**config.mk**
```make
export PLATFORM = sky130hd
export DESIGN_NAME = capture_packer
export DESIGN_NICKNAME = d
export VERILOG_FILES = /design/src/rtl/capture_pkg.sv /design/src/rtl/capture_fifo.sv /design/src/rtl/capture_packer.sv
export SDC_FILE = /design/constraint.sdc
export NUM_CORES = 1
export LEC_CHECK = 0
export ABC_CLOCK_PERIOD_IN_PS = 3500
export CORE_MARGIN = 4
export CORE_UTILIZATION = 50
export CTS_CLUSTER_DIAMETER = 40
export CTS_CLUSTER_SIZE = 8
export DETAILED_ROUTE_END_ITERATION = 12
export GPL_TIMING_DRIVEN = 0
export PLACE_DENSITY_LB_ADDON = 0.25
export SYNTH_ARGS = -nofsm -noshare
export SYNTH_HDL_FRONTEND = slang
export SYNTH_HIERARCHICAL = 1
export SYNTH_SLANG_ARGS = --single-unit
```
**constraint.sdc**
```tcl
create_clock -name clk -period 3.5 [get_ports clk]
set_input_delay 0.7 -clock clk [delete_from_list [all_inputs] [get_ports clk]]
set_output_delay 0.7 -clock clk [all_outputs]
set_load 0.01 [all_outputs]
```
**src/rtl/capture_pkg.sv**
```systemverilog
// capture_pkg: shared types and helpers for the capture packer slice.
//   CAPTURE_WORD_W / ADC_W  : packed word and ADC sample widths
//   fifo_entry_t            : one buffered write beat {addr, data}
//   state_e                 : packer FSM states
//   pack_pair()             : sign-extend two ADC samples and pack {B, A}
package capture_pkg;

    localparam int CAPTURE_WORD_W = 32;
    localparam int ADC_W          = 14;
    localparam int FIFO_ENTRY_W   = 2 * CAPTURE_WORD_W;

    typedef struct packed {
        logic [CAPTURE_WORD_W-1:0] addr;
        logic [CAPTURE_WORD_W-1:0] data;
    } fifo_entry_t;

    typedef enum logic [1:0] {
        IDLE    = 2'd0,
        CAPTURE = 2'd1,
        DRAIN   = 2'd2,
        DONE    = 2'd3
    } state_e;

    // Each sample is sign-extended to 16 bits; B occupies the upper half.
    function automatic logic [CAPTURE_WORD_W-1:0] pack_pair(
        input logic [ADC_W-1:0] a,
        input logic [ADC_W-1:0] b
    );
        return {{(16-ADC_W){b[ADC_W-1]}}, b, {(16-ADC_W){a[ADC_W-1]}}, a};
    endfunction

endpackage

```
**src/rtl/capture_fifo.sv**
```systemverilog
// capture_fifo: synchronous first-word-fall-through FIFO.
//   clk, rst_n : clock, asynchronous active-low reset
//   push, din  : write request and data (dropped when full unless popping too)
//   pop        : read request (ignored when empty)
//   full/empty : occupancy flags derived from the registered count
//   dout       : head entry, valid whenever empty=0
module capture_fifo #(
    parameter int WIDTH = 64,
    parameter int DEPTH = 16
) (
    input  logic             clk,
    input  logic             rst_n,
    input  logic             push,
    input  logic             pop,
    input  logic [WIDTH-1:0] din,
    output logic             full,
    output logic             empty,
    output logic [WIDTH-1:0] dout
);

    localparam int PTR_W = $clog2(DEPTH);
    localparam int CNT_W = PTR_W + 1;

    logic [WIDTH-1:0] mem_q [DEPTH];
    logic [WIDTH-1:0] mem_d [DEPTH];
    logic [PTR_W-1:0] wr_ptr_q, wr_ptr_d;
    logic [PTR_W-1:0] rd_ptr_q, rd_ptr_d;
    logic [CNT_W-1:0] count_q, count_d;
    logic             do_push_s;
    logic             do_pop_s;

    assign full  = (count_q == CNT_W'(DEPTH));
    assign empty = (count_q == {CNT_W{1'b0}});
    assign dout  = mem_q[rd_ptr_q];

    // Next-state for storage, pointers and occupancy.
    always_comb begin
        mem_d    = mem_q;
        wr_ptr_d = wr_ptr_q;
        rd_ptr_d = rd_ptr_q;
        count_d  = count_q;
        do_pop_s  = pop & ~empty;
        // When full, a simultaneous pop frees the slot being written.
        do_push_s = push & (~full | do_pop_s);
        if (do_push_s) begin
            mem_d[wr_ptr_q] = din;
            wr_ptr_d        = wr_ptr_q + PTR_W'(1);
        end else begin
            wr_ptr_d = wr_ptr_q;
        end
        if (do_pop_s) begin
            rd_ptr_d = rd_ptr_q + PTR_W'(1);
        end else begin
            rd_ptr_d = rd_ptr_q;
        end
        case ({do_push_s, do_pop_s})
            2'b10:   count_d = count_q + CNT_W'(1);
            2'b01:   count_d = count_q - CNT_W'(1);
            default: count_d = count_q;
        endcase
    end

    // Storage, pointer and count registers; storage clears so dout reads 0 after reset.
    always_ff @(posedge clk or negedge rst_n) begin
        if (!rst_n) begin
            for (int i = 0; i < DEPTH; i++) begin
                mem_q[i] <= {WIDTH{1'b0}};
            end
            wr_ptr_q <= {PTR_W{1'b0}};
            rd_ptr_q <= {PTR_W{1'b0}};
            count_q  <= {CNT_W{1'b0}};
        end else begin
            mem_q    <= mem_d;
            wr_ptr_q <= wr_ptr_d;
            rd_ptr_q <= rd_ptr_d;
            count_q  <= count_d;
        end
    end

endmodule

```
**src/rtl/capture_packer.sv**
```systemverilog
// capture_packer: packs A/B sample pairs from the trigger FSM into 32-bit words,
// buffers them and presents byte-addressed write beats on a valid/ready port.
//   clk, rst_n                 : capture clock, asynchronous active-low reset
//   data_in_A/B, write_enable,
//   write_address              : sample strobes from the trigger FSM
//   m_valid/m_ready/m_addr/
//   m_data                     : write beat port to the memory writer
//   frame_done                 : one-cycle pulse once a frame has fully drained
//   word_count                 : accepted beats in current/last frame (saturating)
//   overflow                   : sticky, set when any sample of the frame was dropped
// Optional macro CAPTURE_DROP_COUNT_EN adds drop_count (saturating dropped-sample count).
module capture_packer
    import capture_pkg::*;
#(
    parameter int          FIFO_DEPTH = 16,
    parameter logic [31:0] IDX_BASE   = 32'h4000_0000,
    parameter logic [31:0] ADDR_BASE  = 32'h4000_0000
) (
    input  logic             clk,
    input  logic             rst_n,
    input  logic [ADC_W-1:0] data_in_A,
    input  logic [ADC_W-1:0] data_in_B,
    input  logic             write_enable,
    input  logic [31:0]      write_address,
    output logic             m_valid,
    input  logic             m_ready,
    output logic [31:0]      m_addr,
    output logic [31:0]      m_data,
    output logic             frame_done,
    output logic [15:0]      word_count,
    output logic             overflow
`ifdef CAPTURE_DROP_COUNT_EN
    ,
    output logic [15:0]      drop_count
`endif
);

    state_e      state_q, state_d;
    logic        we_prev_q;
    logic [15:0] word_count_q, word_count_d;
    logic        overflow_q, overflow_d;
    logic        frame_done_q, frame_done_d;
`ifdef CAPTURE_DROP_COUNT_EN
    logic [15:0] drop_count_q, drop_count_d;
`endif

    fifo_entry_t entry_s;
    fifo_entry_t fifo_dout_s;
    logic [31:0] idx_off_s;
    logic        fifo_full_s;
    logic        fifo_empty_s;
    logic        start_s;
    logic        push_req_s;
    logic        push_ok_s;
    logic        pop_s;
    logic        drop_s;

    capture_fifo #(
        .WIDTH (FIFO_ENTRY_W),
        .DEPTH (FIFO_DEPTH)
    ) u_fifo (
        .clk   (clk),
        .rst_n (rst_n),
        .push  (push_ok_s),
        .pop   (pop_s),
        .din   (entry_s),
        .full  (fifo_full_s),
        .empty (fifo_empty_s),
        .dout  (fifo_dout_s)
    );

    assign m_valid    = ~fifo_empty_s;
    assign m_addr     = fifo_dout_s.addr;
    assign m_data     = fifo_dout_s.data;
    assign frame_done = frame_done_q;
    assign word_count = word_count_q;
    assign overflow   = overflow_q;
`ifdef CAPTURE_DROP_COUNT_EN
    assign drop_count = drop_count_q;
`endif

    // Entry formation, push/drop decisions and FSM/counter next-state.
    always_comb begin
        // Index-to-byte mapping wraps modulo 2^32.
        idx_off_s     = write_address - IDX_BASE;
        entry_s.addr  = ADDR_BASE + {idx_off_s[29:0], 2'b00};
        entry_s.data  = pack_pair(data_in_A, data_in_B);
        pop_s         = ~fifo_empty_s & m_ready;
        start_s       = (state_q == IDLE) & write_enable & ~we_prev_q;
        push_req_s    = write_enable & (start_s | (state_q == CAPTURE));
        push_ok_s     = push_req_s & (~fifo_full_s | pop_s);
        // Samples arriving after the frame closed are lost as well.
        drop_s        = (push_req_s & ~push_ok_s) | ((state_q == DRAIN) & write_enable);

        state_d = state_q;
        case (state_q)
            IDLE: begin
                if (start_s) state_d = CAPTURE;
                else         state_d = IDLE;
            end
            CAPTURE: begin
                if (!write_enable) state_d = DRAIN;
                else               state_d = CAPTURE;
            end
            DRAIN: begin
                if (fifo_empty_s) state_d = DONE;
                else              state_d = DRAIN;
            end
            DONE:    state_d = IDLE;
            default: state_d = IDLE;
        endcase

        if (start_s) begin
            word_count_d = 16'd0;
        end else if (pop_s && (word_count_q != 16'hFFFF)) begin
            word_count_d = word_count_q + 16'd1;
        end else begin
            word_count_d = word_count_q;
        end

        if (start_s) begin
            overflow_d = drop_s;
        end else begin
            overflow_d = overflow_q | drop_s;
        end

`ifdef CAPTURE_DROP_COUNT_EN
        if (start_s) begin
            drop_count_d = {15'd0, drop_s};
        end else if (drop_s && (drop_count_q != 16'hFFFF)) begin
            drop_count_d = drop_count_q + 16'd1;
        end else begin
            drop_count_d = drop_count_q;
        end
`endif

        frame_done_d = (state_d == DONE);
    end

    // FSM, status and counter registers.
    always_ff @(posedge clk or negedge rst_n) begin
        if (!rst_n) begin
            state_q      <= IDLE;
            we_prev_q    <= 1'b0;
            word_count_q <= 16'd0;
            overflow_q   <= 1'b0;
            frame_done_q <= 1'b0;
`ifdef CAPTURE_DROP_COUNT_EN
            drop_count_q <= 16'd0;
`endif
        end else begin
            state_q      <= state_d;
            we_prev_q    <= write_enable;
            word_count_q <= word_count_d;
            overflow_q   <= overflow_d;
            frame_done_q <= frame_done_d;
`ifdef CAPTURE_DROP_COUNT_EN
            drop_count_q <= drop_count_d;
`endif
        end
    end

endmodule
```
# Word level (Yosys, flattened, before mapping)
# Cells that the tools add are included.
# totals
output_inout_bits	83
wordCells	82
input_bits	64
regBits	1058
# classes
n_lt_le_gt_ge	3
bitwise_logic	20
n_reduce_logical	6
muxes	14
n_eq_ne	8
n_addsub	7
# ops
cell	count
1024-bit bitwise mux	1
64-bit binary-select mux with 4-bit select	1
64-bit demux with 4-bit select	1
64-bit two-way mux	3
31-bit by 32-bit adder with 32-bit output (first input constant)	1
16-bit two-way mux	2
30-bit by 1-bit subtractor with 30-bit output (second input constant)	1
16-bit by 1-bit adder with 16-bit output (second input constant)	1
16-bit != test (second input constant)	1
5-bit >= comparator (second input constant)	2
4-bit inverter with 5-bit output	2
5-bit one-hot mux with 2 select lines	1
1-bit bitwise AND	9
4-bit by 1-bit adder with 4-bit output (second input constant)	2
2-bit == test (second input constant)	4
2-bit one-hot mux with 4 select lines	1
5-bit by 1-bit adder with 5-bit output (second input constant)	1
5-bit == test (second input constant)	1
5-bit zero test	1
5-bit by 1-bit < comparator with 1-bit output (second input constant)	1
1-bit OR	5
5-bit by 1-bit subtractor with 5-bit output (second input constant)	1
2-bit by 1-bit == test with 1-bit output (second input constant)	2
1-bit inverter	4
5 further kinds	9

# Longest topological paths before layout
# depth
depth_word	11
depth_mapped	16
ltp_nobuf	13

# Modules after synthesis
# Netlist, hierarchy kept.
# modules_own_cells
mod	area_per_inst_um2	cells_per_inst	seq_area_each_um2	instances
capture_fifo	47494.3	2728	25949.9	1
capture_packer	1114.8	122	525.5	1

# Least setup slack after synthesis
# Ideal clock, no wire load.
# synth_path
path_kind	register to register
startpoint	reg u_fifo.count_q[1]
endpoint	reg u_fifo.count_q[2]
arrival_ns	3.689
setup_time_ns	0.143
slack_ns	-0.333
period_less_slack_ns	3.833
path_buffers	4
required_time_ns	3.357
stages_incl_launch_ff	15
cell_sequence	dfrtp_1 > or4_1 > clkbuf_1 > nor2_1 > nand2b_1 > clkbuf_1 > a21oi_1 > buf_4 > buf_2 > or2_2 > fa_1 > xnor2_1 > mux2_2 > a22oi_1 > o221ai_1
# synth_via
elab_chain_cells	8
elab_cells_between_ends	16
cone_classes	add/sub: 2; eq/ne: 3; mux: 1; bitwise: 8; reduce/logical: 2
# synth_lines
element	line	source
start: declaration	capture_fifo.sv:28	logic [CNT_W-1:0] count_q, count_d;
start signal: assignment	capture_fifo.sv:71	count_q <= {CNT_W{1'b0}};
start signal: assignment	capture_fifo.sv:76	count_q <= count_d;
5-bit zero test (*)	capture_fifo.sv:33	assign empty = (count_q == {CNT_W{1'b0}});
net fifo_empty_s	capture_packer.sv:51	logic fifo_empty_s;
1-bit inverter (*)	capture_packer.sv:88	pop_s = ~fifo_empty_s & m_ready;
1-bit bitwise AND (*)	capture_packer.sv:88	
1-bit OR (*)	capture_packer.sv:91	push_ok_s = push_req_s & (~fifo_full_s | pop_s);
1-bit bitwise AND (*)	capture_packer.sv:91	
net push_ok_s	capture_packer.sv:54	logic push_ok_s;
1-bit bitwise AND (*)	capture_fifo.sv:44	do_push_s = push & (~full | do_pop_s);
2-bit by 1-bit == test with 1-bit output or 2-bit == test (tied branches)	capture_fifo.sv:56	case ({do_push_s, do_pop_s})
5-bit one-hot mux with 2 select lines or 2-bit nonzero test (tied branches)	--	
# Mark *: on every way through the listed nets, which the timed path passes. The rest lies on a longest branch.
# A chain may end at the register's enable or synchronous reset.

# Worst setup path after layout
# layout_path
startpoint	reg u_fifo.rd_ptr_q[0]
endpoint	out m_addr[0]
# layout_via
elab_chain_cells	4
# layout_lines
element	line	source
start: declaration	capture_fifo.sv:27	logic [PTR_W-1:0] rd_ptr_q, rd_ptr_d;
start signal: assignment	capture_fifo.sv:70	rd_ptr_q <= {PTR_W{1'b0}};
start signal: assignment	capture_fifo.sv:75	rd_ptr_q <= rd_ptr_d;
4-bit inverter with 5-bit output (implied by the code)	capture_fifo.sv:34	assign dout = mem_q[rd_ptr_q];
64-bit binary-select mux with 4-bit select	capture_fifo.sv:34	
64-bit two-way mux (implied by the code) (2 in series)	capture_fifo.sv:34	
end: declaration	capture_packer.sv:27	output logic [31:0] m_addr,
# Every way passes these cells. The select of a mux whose other input is x is not followed.

==> flow_summary_export.csv <==
group,metric,value,unit
global_route,grt_pass1_vias,30700,
power_and_ir_drop,combPwrFrac,38.2,%
power_and_ir_drop,pwr-share-seq,35.0,%
status,violations,"setup timing",
worst_hold_path,hold-path-cell-count,1,
timing,rsz0062_at_grt,"yes",
setup_path,cp_cell_sequence,"buf_12 > clkbuf_16 > buf_12 > buf_12 > mux4_2 > mux4_2 > buf_6",
power_and_ir_drop,swShare,29.8,%
timing,fin_skew,23.5,ps
setup_path,r2r_setup_slack,190,ps
power_and_ir_drop,powerDensity,957,mW/mm²
placement,gp_congestion,0.774,
clock_tree,clock_latency,750,ps
die,start_util,50.3,%
worst_hold_path,hp-start,"u_fifo/mem_q[741]$_DFFE_PN0P_",
detailed_routing,ant_nets,0,
worst_hold_path,worst_hold_path.endpoint,"u_fifo/mem_q[741]$_DFFE_PN0P_",
synth,synth_top_area_share,54.5,%
power_and_ir_drop,vdd_drop_max,596,µV
setup_path,crit_top_cell,"buf_12",
timing,tightest_slew,1060,ps
synth,synth_warnings,6,
die,die_area,0.102,mm²
synth,netlist_area,0.0486,mm²
global_route,antenna_found_initial,4,
global_route,grt_max_degree,133,
setup_path,path_buf_inv,5,
synth,syn-mean-instance-area,17.1,µm²
setup_path,worstPathRequired,2800,ps
synth,seq_area_frac_synth,54.5,%
worst_hold_path,hold_path_class,"reg -> reg",
synth,synth_top_flop_cell,"dfrtp_1",
clock_tree,clk_path_buf_depth,3,
clock_tree,clk_pin_slew,50,ps
global_route,grt_usage,24.1,%
finish,multi_input_area,0.0205,mm²
setup_path,r2r_start,"u_fifo/count_q[1]$_DFFE_PN0P_",
detailed_routing,via_count,27300,
detailed_routing,drcViolationCount,0,
setup_path,end_kind,"output port",
setup_path,slowest_delay,580,ps
detailed_routing,drtIter0Drc,1673,
detailed_routing,wl_per_cell,26.5,µm
finish,fin_cells,4614,
synth,synth.largest_area_cell,"dfrtp_1",
setup_path,crit_slowest_cell,"mux4_2",
clock_tree,cts_max_level,4,
power_and_ir_drop,p_leak,26.9,nW
finish,num-fill-cells,6810,
die,core,0.0966,mm²
setup_path,cp-start-kind,"flip-flop",
detailed_routing,wl,122000,µm
finish,final_util,61.0,%
clock_tree,cts_tree,"yes",
clock_tree,clock-sinks,1058,
placement,hpwl,78400,µm
setup_path,worstPathMaxFanout,5,
setup_path,reg2regPathDepth,12,
clock_tree,root_buffer,"clkbuf_16",
setup_path,arrival,3020,ps
die,placementRows,114,
placement,place_area,0.0520,mm²
setup_path,critPathKind,"reg -> out",
die,ioPinCount,147,
power_and_ir_drop,p_int,39.6,mW
die,fp.dieW,320,µm
finish,final_cell_area,0.0589,mm²
power_and_ir_drop,power_switching,16.8,mW
detailed_routing,via_per_inst,5.93,
finish,areaGrowthSynthToFinish,21.2,%
synth,ys_ff_latch,1058,
placement,port_buffers,144,
timing,fin_ws,-216,ps
synth,ys_top_cells_by_area,"dfrtp_1 (54%), mux2_2 (22%), mux4_2 (15%)",
die,die_h,320,µm
timing,relSlewSlack,29.5,%
status,status,"finished, violations left",
synth,yosysUniqueCellTypes,58,
placement,dp_cells,4293,
timing,finalMaxSlewViolations,0,
timing,hold_viol,0,
global_route,grt_pass1_wl,188000,µm
setup_path,critical-path-top-delay-family,"multiplexers",
detailed_routing,drt_pre_antenna_iters,5,
finish,regArea,0.0265,mm²
finish,drive_gt1_share,57.1,%
timing,layout_min_cycle_time,3720,ps
global_route,grt-ovfl-total,0,
clock_tree,cts_buffers,168,
synth,synth-edff-count,0,
synth,syn_inst,2850,
synth,synth-async-reset-ratio,100,%
run,max_cap_viol_count,0,
power_and_ir_drop,clockPowerShare,26.8,%
finish,final_nets,3341,
timing,setup_viol,64,
setup_path,r2r_end,"u_fifo/count_q[2]$_DFFE_PN0P_",
timing,max_freq,269,MHz
timing,final.period_utilization,106,%
-- logic make-up after synthesis --
logic type	share of synthesized area [%]
buf+inv	3.68
simple gates	1.60
compound gates	0.399
other cells	0.00771
xor+xnor	0.432
mux	39.1
fa+ha+maj	0.273
flops	54.5
-- sequential cells by signal (all words and copies together) (netlist names) --
register	flops
u_fifo/count_q	5
we_prev_q	1
overflow	1
word_count	16
u_fifo/wr_ptr_q	4
u_fifo/mem_q	1024
state_q	2
frame_done	1
u_fifo/rd_ptr_q	4
-- metal layers --
metal / routed length (µm) / GRT usage [%] / vias up
met5: 13 / 0 / -
met1: 51500 / 32.3 / 15100
met2: 62300 / 40.5 / 596
met4: 3140 / 7.85 / 2
met3: 5060 / 4.25 / 191
li1: - / - / 11500
-- worst reg2reg max path, delay by kind of cell, from the launching register on --
| kind | cells | cell delay, ps |
|---|---|---|
| muxes | 1 | 280 |
| adders and majority gates | 1 | 380 |
| xor gates and xnor gates | 1 | 180 |
| and+or+nand+nor | 4 | 1150 |
| buffers and inverters | 2 | 330 |
| DFF | 1 | 450 |
| AOI/OAI and AO/OA | 3 | 370 |
-- cells in the final DEF, fill, tap and decap left out, types with 10 or more instances in the layout --
cell type / count
buf_12: 41
buf_16: 19
buf_4: 47
buf_6: 161
buf_8: 10
clkbuf_1: 94
clkbuf_16: 181
clkbuf_4: 16
clkbuf_8: 13
clkdlybuf4s50_1: 78
clkinv_2: 10
conb_1: 14
dfrtp_1: 1053
inv_1: 13
mux2_1: 26
mux2_2: 941
mux2_4: 60
mux4_2: 320
nand2_1: 24
nand3_1: 11
nor2_1: 24
xnor2_1: 17
-- final cells by class --
| cell class | instances | area share (%) |
|---|---|---|
| antenna | 1 | 0.00425 |
| buffer | 237 | 3.88 |
| clock buffer | 199 | 7.52 |
| clock inverter | 41 | 0.996 |
| inverter | 14 | 0.0892 |
| multi-input combinational | 1547 | 34.8 |
| sequential | 1058 | 44.9 |
| tap | 1276 | 2.71 |
| timing repair buffer | 241 | 5.09 |
-- synth_stat cells (4+ instances only) --
library cell  count
a21o_1            4
a21oi_1          10
buf_12            7
buf_2            32
buf_4             9
buf_6            84
clkbuf_1        109
dfrtp_1        1058
ha_1              9
inv_1            14
mux2_1           26
mux2_2          941
mux2_4           60
mux4_2          320
nand2_1          24
nand3_1          11
nand4_1           7
nand4_4           4
nor2_1           25
nor2_2            7
nor2b_1           5
nor3_1            6
nor4_1            4
xnor2_1          18
xor2_1            6
-- through the flow --
step / hold WS [ps] / worst slack (ps) / TNS, ps / power [mW]
global route: 503 / -268 / -11600 / 59.0
CTS: 491 / -289 / -11230 / 56.3
finish: 488 / -216 / -7220 / 56.4
detailed placement: 480 / -1250 / -261320 / 39.0
global placement: 463 / -42370 / - / 38.0
floorplan: 404 / 2.92 / 0 / 32.1
-- power groups by stage --
| stage | logic, mW | clock network, mW | registers, mW |
|---|---|---|---|
| floorplan | 13.3 | 0 | 18.8 |
| global placement | 18.5 | 0 | 19.5 |
| detailed placement | 19.2 | 0 | 19.8 |
| CTS | 21.2 | 15.4 | 19.7 |
| global route | 22.8 | 16.0 | 20.2 |
| finish | 21.6 | 15.1 | 19.7 |
-- worst max-delay path by stage --
stage	startpoint	end	slack (ps)	depth (start not counted)
global route	u_fifo/rd_ptr_q[0]$_DFFE_PN0N_	m_addr[0]	-270	7
floorplan	u_fifo/count_q[1]$_DFFE_PN0P_	u_fifo/count_q[2]$_DFFE_PN0P_	3	15
global placement	rst_n	overflow$_DFF_PN0_	-42370	1
detailed placement	u_fifo/rd_ptr_q[1]$_DFFE_PN0N_	m_addr[31]	-1250	6
CTS	u_fifo/rd_ptr_q[0]$_DFFE_PN0N_	m_addr[31]	-290	7
finish	u_fifo/rd_ptr_q[0]$_DFFE_PN0N_	m_addr[0]	-220	7
-- timing repair --
| action | 4_1_cts | 5_1_grt |
|---|---|---|
| hold buffers | 1 | 0 |
| resized for setup | 516 | 47 |
| pin swaps | 4 | 0 |
| gates cloned | 11 | 7 |
| setup endpoints to repair | 403 | 85 |
| setup buffers | 41 | 32 |
| hold endpoints to repair | 70 | 0 |
Power figures use the tool's default switching activity.
